<file path="src/rtl/voq_sched_if.sv">
// Request/result bundle between the VOQ scheduler and its requester.
// The master side issues scheduling requests and reads back the match;
// the slave side is the scheduler itself.
interface voq_sched_if;
  logic        sched_start;
  logic [15:0] voq_empty;
  logic        busy;
  logic        sched_valid;
  logic [3:0]  grant_valid;
  logic [7:0]  grant_egress;
  logic [3:0]  egress_taken;

  modport master (
    output sched_start, voq_empty,
    input  busy, sched_valid, grant_valid, grant_egress, egress_taken
  );

  modport slave (
    input  sched_start, voq_empty,
    output busy, sched_valid, grant_valid, grant_egress, egress_taken
  );
endinterface

</file>
<file path="src/rtl/voq_sched_ctrl.sv">
// Per-slot crossbar scheduler for a 4x4 VOQ switch.
// Each round visits the four ingresses one per cycle, starting from a rotating
// ingress pointer. Every ingress claims the first non-empty VOQ whose egress is
// still free, scanning from its own rotating egress pointer. Pointers advance
// after each round so that both ingress and egress priorities rotate.
module voq_sched_ctrl #(
  parameter int N_PORT = 4
) (
  input logic       clk,
  input logic       reset_n,
  voq_sched_if.slave bus
);

  typedef enum logic [1:0] {IDLE, PICK, DONE} state_t;

  state_t              state_q;
  logic [1:0]          step_q;
  logic [1:0]          inPtr_q;
  logic [1:0]          egPtr_q [N_PORT];
  logic [15:0]         emptyMask_q;
  logic                busy_q;
  logic                schedValid_q;
  logic [N_PORT-1:0]   grantValid_q;
  logic [2*N_PORT-1:0] grantEgress_q;
  logic [N_PORT-1:0]   egressTaken_q;

  logic [1:0] pickIng;
  logic [1:0] pickCand;
  logic       pickFound_d;
  logic [1:0] pickEgress_d;

  // Round-robin egress search for the ingress served in the current step.
  always_comb begin
    pickIng      = inPtr_q + step_q;
    pickCand     = 2'd0;
    pickFound_d  = 1'b0;
    pickEgress_d = 2'd0;
    for (int k = 0; k < N_PORT; k++) begin
      pickCand = egPtr_q[pickIng] + 2'(k);
      if (!pickFound_d && !emptyMask_q[{pickIng, pickCand}] && !egressTaken_q[pickCand]) begin
        pickFound_d  = 1'b1;
        pickEgress_d = pickCand;
      end
    end
  end

  // Scheduler FSM: latch request, walk ingresses, publish match, rotate pointers.
  always_ff @(posedge clk) begin
    if (!reset_n) begin
      state_q       <= IDLE;
      step_q        <= 2'd0;
      inPtr_q       <= 2'd0;
      for (int i = 0; i < N_PORT; i++) egPtr_q[i] <= 2'd0;
      emptyMask_q   <= 16'd0;
      busy_q        <= 1'b0;
      schedValid_q  <= 1'b0;
      grantValid_q  <= '0;
      grantEgress_q <= '0;
      egressTaken_q <= '0;
    end else begin
      case (state_q)
        IDLE: begin
          if (bus.sched_start) begin
            emptyMask_q   <= bus.voq_empty;
            step_q        <= 2'd0;
            grantValid_q  <= '0;
            grantEgress_q <= '0;
            egressTaken_q <= '0;
            busy_q        <= 1'b1;
            state_q       <= PICK;
          end
        end
        PICK: begin
          if (pickFound_d) begin
            grantValid_q[pickIng]                <= 1'b1;
            grantEgress_q[{pickIng, 1'b0} +: 2]  <= pickEgress_d;
            egressTaken_q[pickEgress_d]          <= 1'b1;
          end
          step_q <= step_q + 2'd1;
          if (step_q == 2'd3) begin
            schedValid_q <= 1'b1;
            state_q      <= DONE;
          end
        end
        DONE: begin
          schedValid_q <= 1'b0;
          busy_q       <= 1'b0;
          inPtr_q      <= inPtr_q + 2'd1;
          for (int i = 0; i < N_PORT; i++) begin
            if (grantValid_q[i]) egPtr_q[i] <= grantEgress_q[2*i +: 2] + 2'd1;
          end
          state_q <= IDLE;
        end
        default: state_q <= IDLE;
      endcase
    end
  end

  assign bus.busy         = busy_q;
  assign bus.sched_valid  = schedValid_q;
  assign bus.grant_valid  = grantValid_q;
  assign bus.grant_egress = grantEgress_q;
  assign bus.egress_taken = egressTaken_q;

endmodule
</file>
<file path="src/flat_wrapper.sv">
// flat-port wrapper written by rule: the top's interface ports become plain ports
module voq_sched_ctrl_flat 
#(
  parameter int N_PORT = 4
)
  (clk, reset_n, bus_sched_start, bus_voq_empty, bus_busy, bus_sched_valid, bus_grant_valid, bus_grant_egress, bus_egress_taken);
  voq_sched_if bus_i ();
  input logic clk;
  input logic reset_n;
  input wire logic [$bits(bus_i.sched_start)-1:0] bus_sched_start;
  input wire logic [$bits(bus_i.voq_empty)-1:0] bus_voq_empty;
  output wire logic [$bits(bus_i.busy)-1:0] bus_busy;
  output wire logic [$bits(bus_i.sched_valid)-1:0] bus_sched_valid;
  output wire logic [$bits(bus_i.grant_valid)-1:0] bus_grant_valid;
  output wire logic [$bits(bus_i.grant_egress)-1:0] bus_grant_egress;
  output wire logic [$bits(bus_i.egress_taken)-1:0] bus_egress_taken;
  assign bus_i.sched_start = bus_sched_start;
  assign bus_i.voq_empty = bus_voq_empty;
  assign bus_busy = bus_i.busy;
  assign bus_sched_valid = bus_i.sched_valid;
  assign bus_grant_valid = bus_i.grant_valid;
  assign bus_grant_egress = bus_i.grant_egress;
  assign bus_egress_taken = bus_i.egress_taken;
  voq_sched_ctrl #(.N_PORT(N_PORT)) u_core (.clk(clk), .reset_n(reset_n), .bus(bus_i));
endmodule
</file>
<file path="config.mk">
export PLATFORM = sky130hd
export DESIGN_NAME = voq_sched_ctrl_flat
export DESIGN_NICKNAME = d
export VERILOG_FILES = /design/src/rtl/voq_sched_if.sv /design/src/rtl/voq_sched_ctrl.sv /design/src/flat_wrapper.sv
export SDC_FILE = /design/constraint.sdc
export NUM_CORES = 1
export LEC_CHECK = 0
export CAP_MARGIN = 20
export CORE_UTILIZATION = 52
export CTS_BUF_LIST = sky130_fd_sc_hd__clkbuf_2 sky130_fd_sc_hd__clkbuf_4 sky130_fd_sc_hd__clkbuf_8
export DETAILED_ROUTE_END_ITERATION = 7
export GPL_ROUTABILITY_DRIVEN = 1
export HOLD_SLACK_MARGIN = 0.08
export PLACE_DENSITY = 0.78
export SYNTH_ARGS = -nofsm -noshare
export SYNTH_HDL_FRONTEND = slang
export SYNTH_SLANG_ARGS = --single-unit
export TNS_END_PERCENT = 50
</file>
<file path="constraint.sdc">
create_clock -name clk -period 3.3 [get_ports clk]
set_input_delay 0.66 -clock clk [delete_from_list [all_inputs] [get_ports clk]]
set_output_delay 0.66 -clock clk [all_outputs]
set_load 0.01 [all_outputs]
</file>
After elaboration in Yosys (flattened, before gate mapping) --
Memories as Yosys holds them, arrays and structs flattened. Index checks and enable logic that the tools add are counted.
Word-level totals: logic and storage cells 144, input bits 19, output and inout port bits 18, memories 1, register bits 40, bits in writable memories 8, bits in latches 0, bits in read-only memories 0
Memory list:
- u_core.egPtr_q | depth 4, bits a word 2, rd ports 1, clocked after memory_dff 0, write ports 4, line voq_sched_ctrl.sv:19 | logic [1:0] egPtr_q [N_PORT];
Operators by class: multiply operators 0, equality and inequality tests 6, bitwise logic cells 6, magnitude comparators 12, add/sub/neg operators 11, multiplexer cells 67, shifts and indexed selects 2, reduce and logical (&&, ||, !) cells 30, div/mod/pow operators 0
Operators with widths (number):
- $mux W1 | 33
- $mux W2 | 11
- $lt A4 B5 Y1 const B | 4
- $lt A2 B3 Y1 const B | 6
- $bmux W1 S4 | 4
- $mux W8 | 2
- $pmux W4 S2 | 2
- $pmux W8 S2 | 1
- $add A2 B1 Y2 const B | 7
- $mux W4 | 3
- $logic_not A1 Y1 | 11
- $reduce_and A2 Y1 | 5
- $logic_and A1 B1 Y1 | 9
- $bmux W1 S2 | 4
- $bwmux W8 | 1
- $or A4 B4 Y4 | 2
- $pmux W2 S2 | 2
- $shift A2 B5 Y8 const A | 1
- $shiftx A2 B5 Y8 | 1
- $reduce_bool A2 Y1 | 3
- $neg A3 Y5 | 1
- $add A2 B2 Y2 const B | 2
- $demux W1 S2 | 2
- $eq A2 B2 Y1 const B | 2
- 9 further kinds | 15

Depth between registers and ports, before layout --
An unclocked memory read counts as a cell.
depth in word-level cells 26, mapped depth 13, mapped depth without buffers 11

Least setup slack after synthesis --
No wires, ideal clock.
path type register to register, from reg u_core.step_q[0], to reg u_core.grantValid_q[2] (netlist: u_core.bus.grant_valid[2]), stages on the path, launching flop included 12, buffers on the path 2, clock period less this slack 3061 ps, library setup time 115 ps, required time 3185 ps, arrival time 2946 ps, setup slack 239 ps, path through dfxtp_1 -> ha_1 -> mux2i_1 -> mux2_4 -> buf_6 -> mux2_4 -> nand4_2 -> nand3_1 -> or3b_1 -> buf_6 -> and3_4 -> o21a_1
On the way: word-level cells in the longest chain between the ends 21, elaborated cells on any way between the ends 53, those cells by class 4 x add/sub; 2 x order compare; 1 x eq/ne; 24 x mux; 1 x bitwise; 20 x reduce/logical; 1 x memory
RTL lines:
- from (decl) | line voq_sched_ctrl.sv:17 | logic [1:0] step_q;
- from (signal assigned) | line voq_sched_ctrl.sv:79 | step_q <= step_q + 2'd1;
- $add A2 B2 Y2 * | line voq_sched_ctrl.sv:34 | pickIng = inPtr_q + step_q;
- branches (longest 20 deep; another with $mem_v2 Z4 W2)
- to (signal assigned) | line voq_sched_ctrl.sv:57 | grantValid_q <= '0;
- to (signal assigned) | line voq_sched_ctrl.sv:66 | grantValid_q <= '0;
- to (signal, indexed assignment) | line voq_sched_ctrl.sv:75 | grantValid_q[pickIng] <= 1'b1;
- to (decl) | line voq_sched_ctrl.sv:23 | logic [N_PORT-1:0] grantValid_q;
Mark *: on every way between the ends. The select of a mux whose other input is x is not followed. A chain may end at the register's enable or synchronous reset.

Final worst setup path --
from reg u_core.inPtr_q[0], to reg u_core.grantEgress_q[6] (netlist: u_core.bus.grant_egress[6])
On the way: word-level cells in the longest chain between the ends 23, elaborated cells on any way between the ends 55, those cells by class 5 x add/sub; 1 x eq/ne; 2 x shift; 27 x mux; 19 x reduce/logical; 1 x memory
RTL lines:
- from (decl) | line voq_sched_ctrl.sv:18 | logic [1:0] inPtr_q;
- from (signal assigned) | line voq_sched_ctrl.sv:88 | inPtr_q <= inPtr_q + 2'd1;
- $add A2 B2 Y2 * | line voq_sched_ctrl.sv:34
- branches (longest 22 deep; another with $mem_v2 Z4 W2)
- to (signal, indexed assignment) | line voq_sched_ctrl.sv:76 | grantEgress_q[{pickIng, 1'b0} +: 2] <= pickEgress_d;
- to (decl) | line voq_sched_ctrl.sv:24 | logic [2*N_PORT-1:0] grantEgress_q;
Marked as above.

==> results.md <==
- Status: completed
- FFs w/ async S/R, synth: 0%
- Reg area: approximately 1000 um2
- Worst Path Required: between 3 and 4 ns
- Reg2reg start: u_core.inPtr_q[0]$_SDFFE_PN0P_
- Post-synth EDFFs: 8
- Setup slack after layout: ~0.076 ns
- HP Class: reg -> reg
- Inserted Diodes: 0
- Final-report hold violation count: 0
- CTS Hold Bufs: 0
- Hold endpoint: u_core.bus.busy$_SDFFE_PN0P_
- Crit-path max FO: 6
- Routed WL per cell: around 17 um
- Hpwl dp: approximately 5400 um
- CP Launch Point: u_core.inPtr_q[0]$_SDFFE_PN0P_
- FMAX: 310 MHz
- Leakage Power: 1.41 nW
- Gpl congestion: around 0.97
- Cells after DPL: 448
- CTS tree: yes
- Sw Ratio: 28.7%
- Via/cell ratio: 6.12
- Crit path DAT: between 3 and 4 ns
- Initial antenna violation count: 0
- Comb power frac: between 20% and 30%
- WL final: between 7000 and 8000 um
- Max Root-Sink Buffers: 2
- Std-Cell Rows: 27
- Reg2reg end: u_core.bus.grant_egress[6]$_SDFFE_PN0P_
- Full die area: 6170 um2
- Drt pass-1 iters: 5
- Vias in the first global route: approximately 2700
- Cell variety after synth: 62
- CTS Buf Count: 5
- CP startpoint kind: flop
- Final worst-path cycle share: between 90% and 100%
- Hold_sp: u_core.bus.busy$_SDFFE_PN0P_
- Mapped Cells: between 300 and 400
- Worst-path cell chain: ha_2, mux2i_4, buf_4, or3_1, a211o_1, and4_1, a41o_1, nand3_2, or3b_1, buf_4, a31oi_2, a32o_1
- # setup viols final: 0
- # Max-Cap Violations: 0
- Clk_skew: 0.00268 ns
- DRT iter0 DRCs: approximately 250
- CTS clk-pin slew, worst paths: ~0.09 ns
- Worst setup EP type: flop
- Sequential share of the synthesized area: approximately a third
- Netlist Area Pre-Place: ~3000 um2
- Placed inst area: approximately 3500 um2
- Relative slew margins: 55.0%
- Fin Hold WS: around 0.47 ns
- First-pass GRT wire length: 12800 um
- Num ports: 37
- Multi-input gate area: between 1500 and 2000 um2
- Nets: between 400 and 500
- Layout cells sized above 1: 14.7%
- Post-Syn Area per Cell: 8.86 um2
- Syn-to-layout area delta: 22.7%
- Worst Max-Slew Pin Slew: slightly below 0.7 ns
- FF+latch count, synth: 48
- # fillers: roughly 450
- Worst path max stage delay: ~0.4 ns
- Clk_lat worst skew: approximately 0.29 ns
- Post-Layout Inst Area: roughly 3700 um2
- Core area: around 5600 um2
- Largest net degree at the start of global routing: 33
- Antenna-violating nets left: 0
- Seq pwr share: approximately 46%
- Slowest cell on crit path: or3b_1
- Vias: around 2800
- Die X: 78.6 um
- H-tree level count: 2
- Share of power burned in the clock network: roughly 30%
- Main synth FF type: dfxtp_1
- DRC: 0
- Hold Crit Depth: 2
- WS Path Type: reg -> reg
- Psw: roughly 0.4 mW
- Syn Nets: ~370
- Die H: ~79 um
- Reg2Reg Setup Slack: approximately 0.076 ns
- Worst R2R Path Depth: 12
- Non-Filler Instances: 460
- Internal cell power: 1.02 mW
- Clock sinks: 48
- Crit path time final: between 3 and 4 ns
- Root Driver: clkbuf_8
- Dpl ws: 0.138 ns
- Max-slew violations: 0
- PD cells: roughly 380 nW/um2
- Initial core utilization: a little over half
- Crit-path most repeated cell: buf_4
- I/O Buffers: 36
- Worst VDD drop: roughly 0.00024 V
- Total GRT Usage: a little over a quarter
- Yosys warns: 0
- Total gr overflow: 0
- Design Power: around 1.4 mW
through the flow:
stage          TNS, ns  utilization, %
6_report             0            67.1
5_1_grt        -0.0123            67.1
4_1_cts              0            65.1
3_5_place_dp         0            63.1
3_3_place_gp         0            63.1
2_1_floorplan        0               -
cells by family after synthesis:
family | Yosys count | synth area share [%]
xor gates and xnor gates | 12 | 3.98
and+or+nand+nor | 145 | 23.1
buffers and inverters | 25 | 4.27
DFF | 48 | 34.1
muxes | 40 | 15.0
adders and majority gates | 6 | 2.46
AOI/OAI and AO/OA | 68 | 17.0
layer usage:
| metal | vias to the layer above | global-route usage [%] | share of wire, % |
|---|---|---|---|
| met5 | - | 0 | 0 |
| li1 | 1340 | - | - |
| met2 | 144 | 43.7 | 47 |
| met4 | 0 | 9.81 | 1.7 |
| met1 | 1315 | 33.9 | 45 |
| met3 | 18 | 3.84 | 6.4 |
repair_timing:
action,CTS,global route
resized for setup,0,14
endpoints found under the setup margin,0,10
buffers inserted,0,4
hold endpoints to repair,0,0
synthesized netlist by cell type, drive strengths merged (4+ instances only):
cell type,n,area [um2]
dfxtp,40,801
and2,4,25.0
nand2b,4,25.0
o21ai,6,30.0
xor2,4,35.0
and3,5,36.3
nand2,66,248
nand4,7,50.1
edfxtp,8,240
o211ai,5,47.5
mux2i,28,284
a21boi,17,128
nor2,21,78.8
a31oi,7,43.8
o22ai,4,25.0
a32o,4,40.0
nor2b,4,25.0
nand3,18,95.1
mux2,10,128
inv,6,25.0
clkbuf,12,45.0
buf,7,60.1
xnor2,7,61.3
ha,6,75.1
placed cells by master, fill, tap and decap left out, types with 3 or more instances in the layout:
master and instances:
and2_1 4, a32o_1 4, o211ai_1 3, edfxtp_1 8, xor2_1 4, nand2b_1 4, and3_1 4, o21ai_1 5
nor2b_1 4, o32ai_1 3, clkbuf_8 5, a31oi_1 6, dfxtp_1 39, nand3_1 17, a21oi_1 3, buf_4 17
nand4_1 6, mux2_2 5, mux2i_4 3, nor2_1 21, inv_1 5, nand2_1 66, ha_1 5, clkdlybuf4s50_1 36
o22ai_1 4, mux2i_1 24, xnor2_1 7, a21boi_0 17, mux2_4 4
flip-flops by register name, summed over array words and instances, names as in the netlist:
name and count:
u_core.egPtr_q 8, u_core.bus.sched_valid 1, u_core.inPtr_q 2, u_core.bus.grant_egress 8
u_core.emptyMask_q 16, u_core.bus.egress_taken 4, u_core.state_q 2, u_core.step_q 2
u_core.bus.grant_valid 4, u_core.bus.busy 1
critical path: cells and delay by family (launching register included):
family / cells / cell delay [ns]
multiplexers: 1 / 0.23
AO/OA/AOI/OAI: 4 / 0.88
AND/OR/NAND/NOR: 4 / 0.94
adder cells (fa/ha/maj): 1 / 0.35
flip-flops: 1 / 0.37
buffers and inverters: 2 / 0.37
power by group through the flow:
| stage | logic (mW) | clock network [mW] | registers, mW |
|---|---|---|---|
| 2_1_floorplan | 0.217 | 0 | 0.664 |
| 4_1_cts | 0.322 | 0.439 | 0.658 |
| 5_1_grt | 0.378 | 0.464 | 0.664 |
| 3_3_place_gp | 0.315 | 0 | 0.671 |
| 3_5_place_dp | 0.319 | 0 | 0.671 |
| 6_report | 0.348 | 0.425 | 0.660 |
worst max path at each step:
stage	end	slack [ns]	depth (start not counted)
after floorplan	u_core.bus.grant_valid[2]$_SDFFE_PN0P_	0.24	11
after global placement	u_core.bus.grant_valid[2]$_SDFFE_PN0P_	0.20	13
after detailed placement	u_core.bus.grant_egress[6]$_SDFFE_PN0P_	0.14	12
after CTS	u_core.bus.grant_egress[6]$_SDFFE_PN0P_	0.10	13
after global routing	u_core.bus.grant_egress[6]$_SDFFE_PN0P_	-0.01	13
final	u_core.bus.grant_egress[6]$_SDFFE_PN0P_	0.08	12
final cells by class:
| type | instances | share of cell area (%) |
|---|---|---|
| Multi-Input combinational cell | 271 | 52.2 |
| Inverter | 6 | 0.669 |
| Sequential cell | 48 | 27.9 |
| Tap cell | 72 | 2.41 |
| Timing Repair Buffer | 55 | 13.9 |
| Clock buffer | 6 | 2.04 |
| Clock inverter | 2 | 0.937 |
Note: power is estimated with default switching activity, not from simulation.
